`src/rtl/lab_pkg.sv`:
```
// rtl/lab_pkg.sv - shared ROM geometry constants and streamer state encoding
package lab_pkg;

    localparam int ROM_ADDR_W = 3;
    localparam int ROM_DATA_W = 4;

    typedef enum logic [1:0] {
        IDLE   = 2'd0,
        STREAM = 2'd1,
        DONE   = 2'd2
    } rom_stream_state_t;

endpackage

```
`src/rtl/rom_streamer.sv`:
```
// rtl/rom_streamer.sv - walks every ROM address and streams the words with a checksum
//
// Ports:
//   clk, rst             - clock, asynchronous active-high reset
//   start, abort         - begin a scan (IDLE only) / cancel a scan in progress
//   rom_adr, rom_data    - ROM address out, combinational ROM data in
//   out_data, out_valid,
//   out_ready, out_last  - valid/ready word stream, last marks the final address
//   busy, done           - scan in progress / one-cycle completion pulse
//   sum                  - running total of accepted words, held after done
module rom_streamer
    import lab_pkg::*;
#(
    parameter int ADDR_W = ROM_ADDR_W,
    parameter int DATA_W = ROM_DATA_W
) (
    input  logic                     clk,
    input  logic                     rst,
    input  logic                     start,
    input  logic                     abort,
    output logic [ADDR_W-1:0]        rom_adr,
    input  logic [DATA_W-1:0]        rom_data,
    output logic [DATA_W-1:0]        out_data,
    output logic                     out_valid,
    input  logic                     out_ready,
    output logic                     out_last,
    output logic                     busy,
    output logic                     done,
    output logic [DATA_W+ADDR_W-1:0] sum
);

    localparam logic [ADDR_W-1:0] LAST_ADR = '1;

    rom_stream_state_t state;
    logic              xfer;

    // out_valid is only ever high in STREAM, so it doubles as the handshake qualifier.
    assign xfer     = out_valid & out_ready;
    assign out_data = out_valid ? rom_data : '0;

    always_ff @(posedge clk or posedge rst) begin
        if (rst) begin
            state     <= IDLE;
            rom_adr   <= '0;
            sum       <= '0;
            out_valid <= 1'b0;
            out_last  <= 1'b0;
            busy      <= 1'b0;
            done      <= 1'b0;
        end else begin
            done <= 1'b0;
            case (state)
                IDLE: begin
                    if (start) begin
                        state     <= STREAM;
                        rom_adr   <= '0;
                        sum       <= '0;
                        out_valid <= 1'b1;
                        busy      <= 1'b1;
                        out_last  <= (LAST_ADR == '0);
                    end
                end

                STREAM: begin
                    // A word accepted on the abort edge still counts toward the checksum.
                    if (xfer) begin
                        sum <= sum + {{ADDR_W{1'b0}}, rom_data};
                    end
                    if (abort) begin
                        state     <= IDLE;
                        rom_adr   <= '0;
                        out_valid <= 1'b0;
                        out_last  <= 1'b0;
                        busy      <= 1'b0;
                    end else if (xfer) begin
                        if (out_last) begin
                            state     <= DONE;
                            out_valid <= 1'b0;
                            out_last  <= 1'b0;
                            busy      <= 1'b0;
                            done      <= 1'b1;
                        end else begin
                            rom_adr  <= rom_adr + 1'b1;
                            out_last <= (rom_adr + 1'b1 == LAST_ADR);
                        end
                    end
                end

                DONE: begin
                    // Final address is held through DONE, then parked at 0 for the next scan.
                    state   <= IDLE;
                    rom_adr <= '0;
                end

                default: begin
                    state     <= IDLE;
                    rom_adr   <= '0;
                    out_valid <= 1'b0;
                    out_last  <= 1'b0;
                    busy      <= 1'b0;
                end
            endcase
        end
    end

endmodule

```
`config.mk`:
```
export PLATFORM = sky130hd
export DESIGN_NAME = rom_streamer
export DESIGN_NICKNAME = d
export VERILOG_FILES = /design/src/rtl/lab_pkg.sv /design/src/rtl/rom_streamer.sv
export SDC_FILE = /design/constraint.sdc
export NUM_CORES = 1
export LEC_CHECK = 0
export CAP_MARGIN = 30
export CORE_ASPECT_RATIO = 2
export CORE_MARGIN = 4
export CORE_UTILIZATION = 35
export DETAILED_ROUTE_END_ITERATION = 10
export GPL_ROUTABILITY_DRIVEN = 0
export PLACE_DENSITY_LB_ADDON = 0.2
export SETUP_SLACK_MARGIN = 0.2
export SYNTH_ARGS = -nofsm -noshare
export SYNTH_HDL_FRONTEND = slang
export SYNTH_SLANG_ARGS = --single-unit
export TNS_END_PERCENT = 20
```
`constraint.sdc`:
```
create_clock -name clk -period 1.9 [get_ports clk]
set_input_delay 0.38 -clock clk [delete_from_list [all_inputs] [get_ports clk]]
set_output_delay 0.38 -clock clk [all_outputs]
set_load 0.02 [all_outputs]
```
Word level (Yosys, flattened, before mapping). Index checks and enable logic that the tools add are counted.

Output and inout port bits: 18. Logic and storage cells: 53. Input port bits: 9. Register bits: 15.

Mux-type cells: 28. Reductions and logical operators: 7. Bitwise logic cells: 2. Equal/unequal tests: 8. $add $sub $neg: 2.

Operators with widths (count): $mux W7 (2); $pmux W7 S2 (1); $mux W1 (12); $mux W3 (4); $reduce_and A3 Y1 (4); $ne A3 B3 Y1 const B (3); $mux W2 (4); $add A7 B4 Y7 (1); $pmux W1 S3 (2); $pmux W3 S2 (1); $mux W4 (1); $ne A2 B2 Y1 const B (2); $pmux W2 S2 (1); $reduce_and A4 Y1 (1); $add A3 B1 Y3 const B (1); $eq A3 B3 Y1 const B (1); $eq A2 B1 Y1 const B (1); $eq A2 B2 Y1 const B (1); $logic_not A2 Y1 (1); $reduce_bool A2 Y1 (1); $and A1 B1 Y1 (1); $not A1 Y1 (1).

Logic depth before layout (Yosys ltp). Gate-level depths: netlist (run 1).

Depth after elaboration: 6. Mapped depth: 6. Depth with buffers taken out: 6.

Worst setup path before layout (run 1). No wires, ideal clock.

Kind: reg2reg. Start: register sum[0]. End: register sum[6]. Clock period less this slack: 1.721 ns. Required time: 1.833 ns. Slack: 0.179 ns. Path buffers: 0. Setup time: 0.067 ns. Cell stages (with the launch flop): 7. Arrival: 1.654 ns. Path through: dfrtp_1 > ha_1 > fa_1 > nand3_1 > a21oi_1 > a311o_1 > nand2_1.

Longest elaborated chain between the ends: 3.

RTL lines: start: declaration (line rom_streamer.sv:29) `output logic [DATA_W+ADDR_W-1:0] sum`; start signal: assignment (line rom_streamer.sv:67) `sum <= sum + {{ADDR_W{1'b0}}, rom_data};`; $add A7 B4 Y7 (line rom_streamer.sv:67); $mux W7 (line rom_streamer.sv:66) `if (xfer) begin`; $pmux W7 S2 (line rom_streamer.sv:52) `case (state)`.

Every way passes these cells. The select of a mux whose other input is x is not followed. A chain may end at the register's enable or synchronous reset.

Worst setup path after layout (run 1).
Start: input rom_data[2]. End: register sum[5].

Longest elaborated chain between the ends: 3.

RTL lines: start: declaration (line rom_streamer.sv:22) `input logic [DATA_W-1:0] rom_data,`; $add A7 B4 Y7 (line rom_streamer.sv:67); $mux W7 (line rom_streamer.sv:66); $pmux W7 S2 (line rom_streamer.sv:52).

Every way passes these cells. The select of a mux whose other input is x is not followed.

==> impl_metrics.env, run 1 <==
export IMPL_drt_first_pass_iters=4
export IMPL_grt_pass1_vias=904
export IMPL_mostFrequentLayoutCells="clkdlybuf4s50_1, dfrtp_1, inv_1, dlygate4sd2_1"
export IMPL_track_usage=0.145
export IMPL_slowest_delay_ns=0.48
export IMPL_clk_latency_ns=0.24
export IMPL_startpoint_type="input port"
export IMPL_power_frac_seq=0.328
export IMPL_synth_distinct_cells=34
export IMPL_setup_viol=0
export IMPL_wirelength_um=2300
export IMPL_cts_hold_buffers=0
export IMPL_peakVddDrop_mv=0.621
export IMPL_switching_share=0.382
export IMPL_powerDensity_nw_per_um2=995
export IMPL_clockPowerShare=0.187
export IMPL_postSynthCellCount=96
export IMPL_fin_skew_ns=0.00194
export IMPL_fp_dieW_um=44.7
export IMPL_ios=27
export IMPL_finalHoldViolCount=0
export IMPL_crit_chain="clkdlybuf4s50_1 > ha_2 > o21ai_2 > nor2_2 > o211ai_4 > mux2_4"
export IMPL_numCtsBuffers=3
export IMPL_wl_per_cell_um=14.4
export IMPL_cts_tree="built"
export IMPL_grt_pass1_wl_um=3900
export IMPL_tightest_slew_ns=0.592
export IMPL_cp_slowest_cell="clkdlybuf4s50_1"
export IMPL_syn_area_per_cell_um2=9.81
export IMPL_synth_seq_cells=15
export IMPL_endpoint_kind="flop"
export IMPL_nets=149
export IMPL_grt_max_degree=16
export IMPL_syn_area_um2=942
export IMPL_die_area_um2=3640
export IMPL_p_leak_nw=0.621
export IMPL_dp_cells=156
export IMPL_maxSlewHeadroom=0.605
export IMPL_core_um2=2570
export IMPL_cp_arrival_ns=1.82
export IMPL_status="finished clean"
export IMPL_hold_class="input port to asynchronous set/reset pin"
export IMPL_power_frac_comb=0.485
export IMPL_antennaDiodeCount=0
export IMPL_rsz0062_at_grt="true"
export IMPL_p_switching_mw=0.518
export IMPL_cts_root_buffer="clkbuf_8"
export IMPL_fmax_mhz=590
export IMPL_dieHeight_um=81.4
export IMPL_drc=0
export IMPL_portBuffers=26
export IMPL_dr_first_iter_drc_count=17
export IMPL_required_ns=2.03
export IMPL_grt_antenna_before_repair=0
export IMPL_finalCritPeriodShare=0.892
export IMPL_p_total_mw=1.36
export IMPL_drive_gt1_frac=0.205
export IMPL_yosysSeqAreaShare=0.398
export IMPL_clk_pin_slew_ns=0.06
export IMPL_syn_to_final_growth_pct=44.9
export IMPL_fin_crit_ns=1.70
export IMPL_cts_buffer_depth=2
export IMPL_drv_cap=0
export IMPL_ys_warn_count=0
export IMPL_ant_nets=0
export IMPL_place_hpwl_um=1840
export IMPL_cts_htree_levels=1
export IMPL_fin_cells=160
export IMPL_finalSetupTns_ns=0
export IMPL_cts_num_sinks=15
export IMPL_initial_utilization=0.367
export IMPL_route_vias_total=837
export IMPL_viasPerCell=5.23
export IMPL_path_max_fanout=2
export IMPL_fp_row_count=26
export IMPL_final_max_slew_viol_count=0
export IMPL_p_int_mw=0.840
export IMPL_crit_type="input port to flop"
export IMPL_synth_nets=112
export IMPL_overflow=0
export IMPL_final_common_cell="clkdlybuf4s50_1"
-- synth_stat cells --
master | n | area (um^2)
nand3_1 | 4 | 20.0
mux2i_1 | 3 | 30.0
fa_1 | 1 | 20.0
o21ai_1 | 1 | 5.00
buf_6 | 1 | 11.3
nor3_1 | 1 | 5.00
a31oi_1 | 1 | 6.26
nand4b_1 | 1 | 8.76
or4b_1 | 1 | 10.0
a2111oi_0 | 1 | 8.76
ha_1 | 6 | 75.1
a211oi_1 | 2 | 15.0
inv_1 | 11 | 41.3
and3_1 | 2 | 12.5
a21o_1 | 1 | 7.51
o22ai_1 | 1 | 6.26
xor2_1 | 2 | 17.5
nand4_1 | 2 | 12.5
o211ai_4 | 1 | 21.3
a21oi_1 | 3 | 15.0
xnor2_1 | 1 | 8.76
nand2_1 | 5 | 18.8
nor2_1 | 8 | 30.0
nand2b_1 | 3 | 18.8
a311o_1 | 1 | 10.0
a22oi_1 | 2 | 15.0
or2_2 | 1 | 6.26
o32ai_1 | 2 | 17.5
dfrtp_1 | 15 | 375
o21ai_0 | 4 | 20.0
nor3b_4 | 1 | 18.8
buf_4 | 1 | 7.51
mux2_4 | 1 | 15.0
and2_1 | 5 | 31.3
-- per-stage QoR --
stage                     cell area [um^2]  utilization  hold WS [ns]  setup slack, ns
after floorplan                        943            -         0.281            0.200
after global placement                1280        0.498         0.509           -0.290
after detailed placement              1280        0.498         0.521           -0.317
after CTS                             1350        0.524         0.518            0.144
after global routing                  1370        0.531         0.554            0.156
final                                 1370        0.531         0.497            0.204
-- state kept, by name (all words and copies together) (netlist names) --
register and count:
state 2, done 1, out_last 1, busy 1
rom_adr 3, sum 7
-- routing by layer --
| layer | vias to the layer above | GRT usage | share of wire |
|---|---|---|---|
| met5 | - | 0 | 0 |
| met4 | 0 | 0.0634 | 0.011 |
| met3 | 2 | 0.0244 | 0.047 |
| met2 | 20 | 0.275 | 0.57 |
| met1 | 406 | 0.143 | 0.37 |
| li1 | 409 | - | - |
-- layout make-up --
| type | count | area, um^2 |
|---|---|---|
| Clock buffer | 4 | 45.0 |
| Sequential cell | 15 | 377 |
| Multi-Input combinational cell | 68 | 561 |
| Tap cell | 28 | 35.0 |
| Inverter | 11 | 41.3 |
| Fill cell | 252 | 1200 |
| Timing Repair Buffer | 34 | 307 |
-- path summary, 6_finish.rpt --
check                       startpoint    endpoint  slack, ns  cells past startpoint
max                        rom_data[2]      sum[5]       0.20                      6
min                                rst        done       0.50                      2
max reg2reg                     sum[0]      sum[6]       0.27                      6
min reg2reg                 rom_adr[2]  rom_adr[2]       0.53                      1
max in group asynchronous          rst      sum[0]       0.98                      2
min in group clk            rom_adr[2]  rom_adr[2]       0.53                      1
-- cells by family after synthesis --
group / Yosys count / synth area share
buffers and inverters: 13 / 0.0637
AOI/OAI and AO/OA: 20 / 0.157
adders and majority gates: 7 / 0.101
xor gates and xnor gates: 3 / 0.0279
DFF: 15 / 0.398
muxes: 4 / 0.0478
and+or+nand+nor: 34 / 0.205
-- power groups by stage --
stage                     Combinational, mW  Sequential (mW)  Clock (mW)
after floorplan                       0.294            0.497           0
after global placement                0.618            0.443           0
after detailed placement              0.624            0.446           0
after CTS                             0.630            0.444       0.261
after global routing                  0.717            0.456       0.281
final                                 0.658            0.445       0.255
-- repair_timing --
| action | 4_1_cts | 5_1_grt |
|---|---|---|
| gates resized for setup | 20 | 6 |
| setup buffers | 0 | 0 |
| pin swaps | 7 | 1 |
| setup endpoints to repair | 12 | 8 |
-- critical path: cells and delay by family --
kind / cells / cell delay [ns]
adders and majority gates: 1 / 0.28
buffers and inverters: 1 / 0.48
and+or+nand+nor: 1 / 0.07
muxes: 1 / 0.31
AOI/OAI and AO/OA: 2 / 0.30
Power figures use the tool's default switching activity.
==> inputs of run 2 (changes only) <==
- HOLD_SLACK_MARGIN: not set -> 0.08
==> results of run 2 <==
Final layout, timing and power as in run 1 (identical DEF).
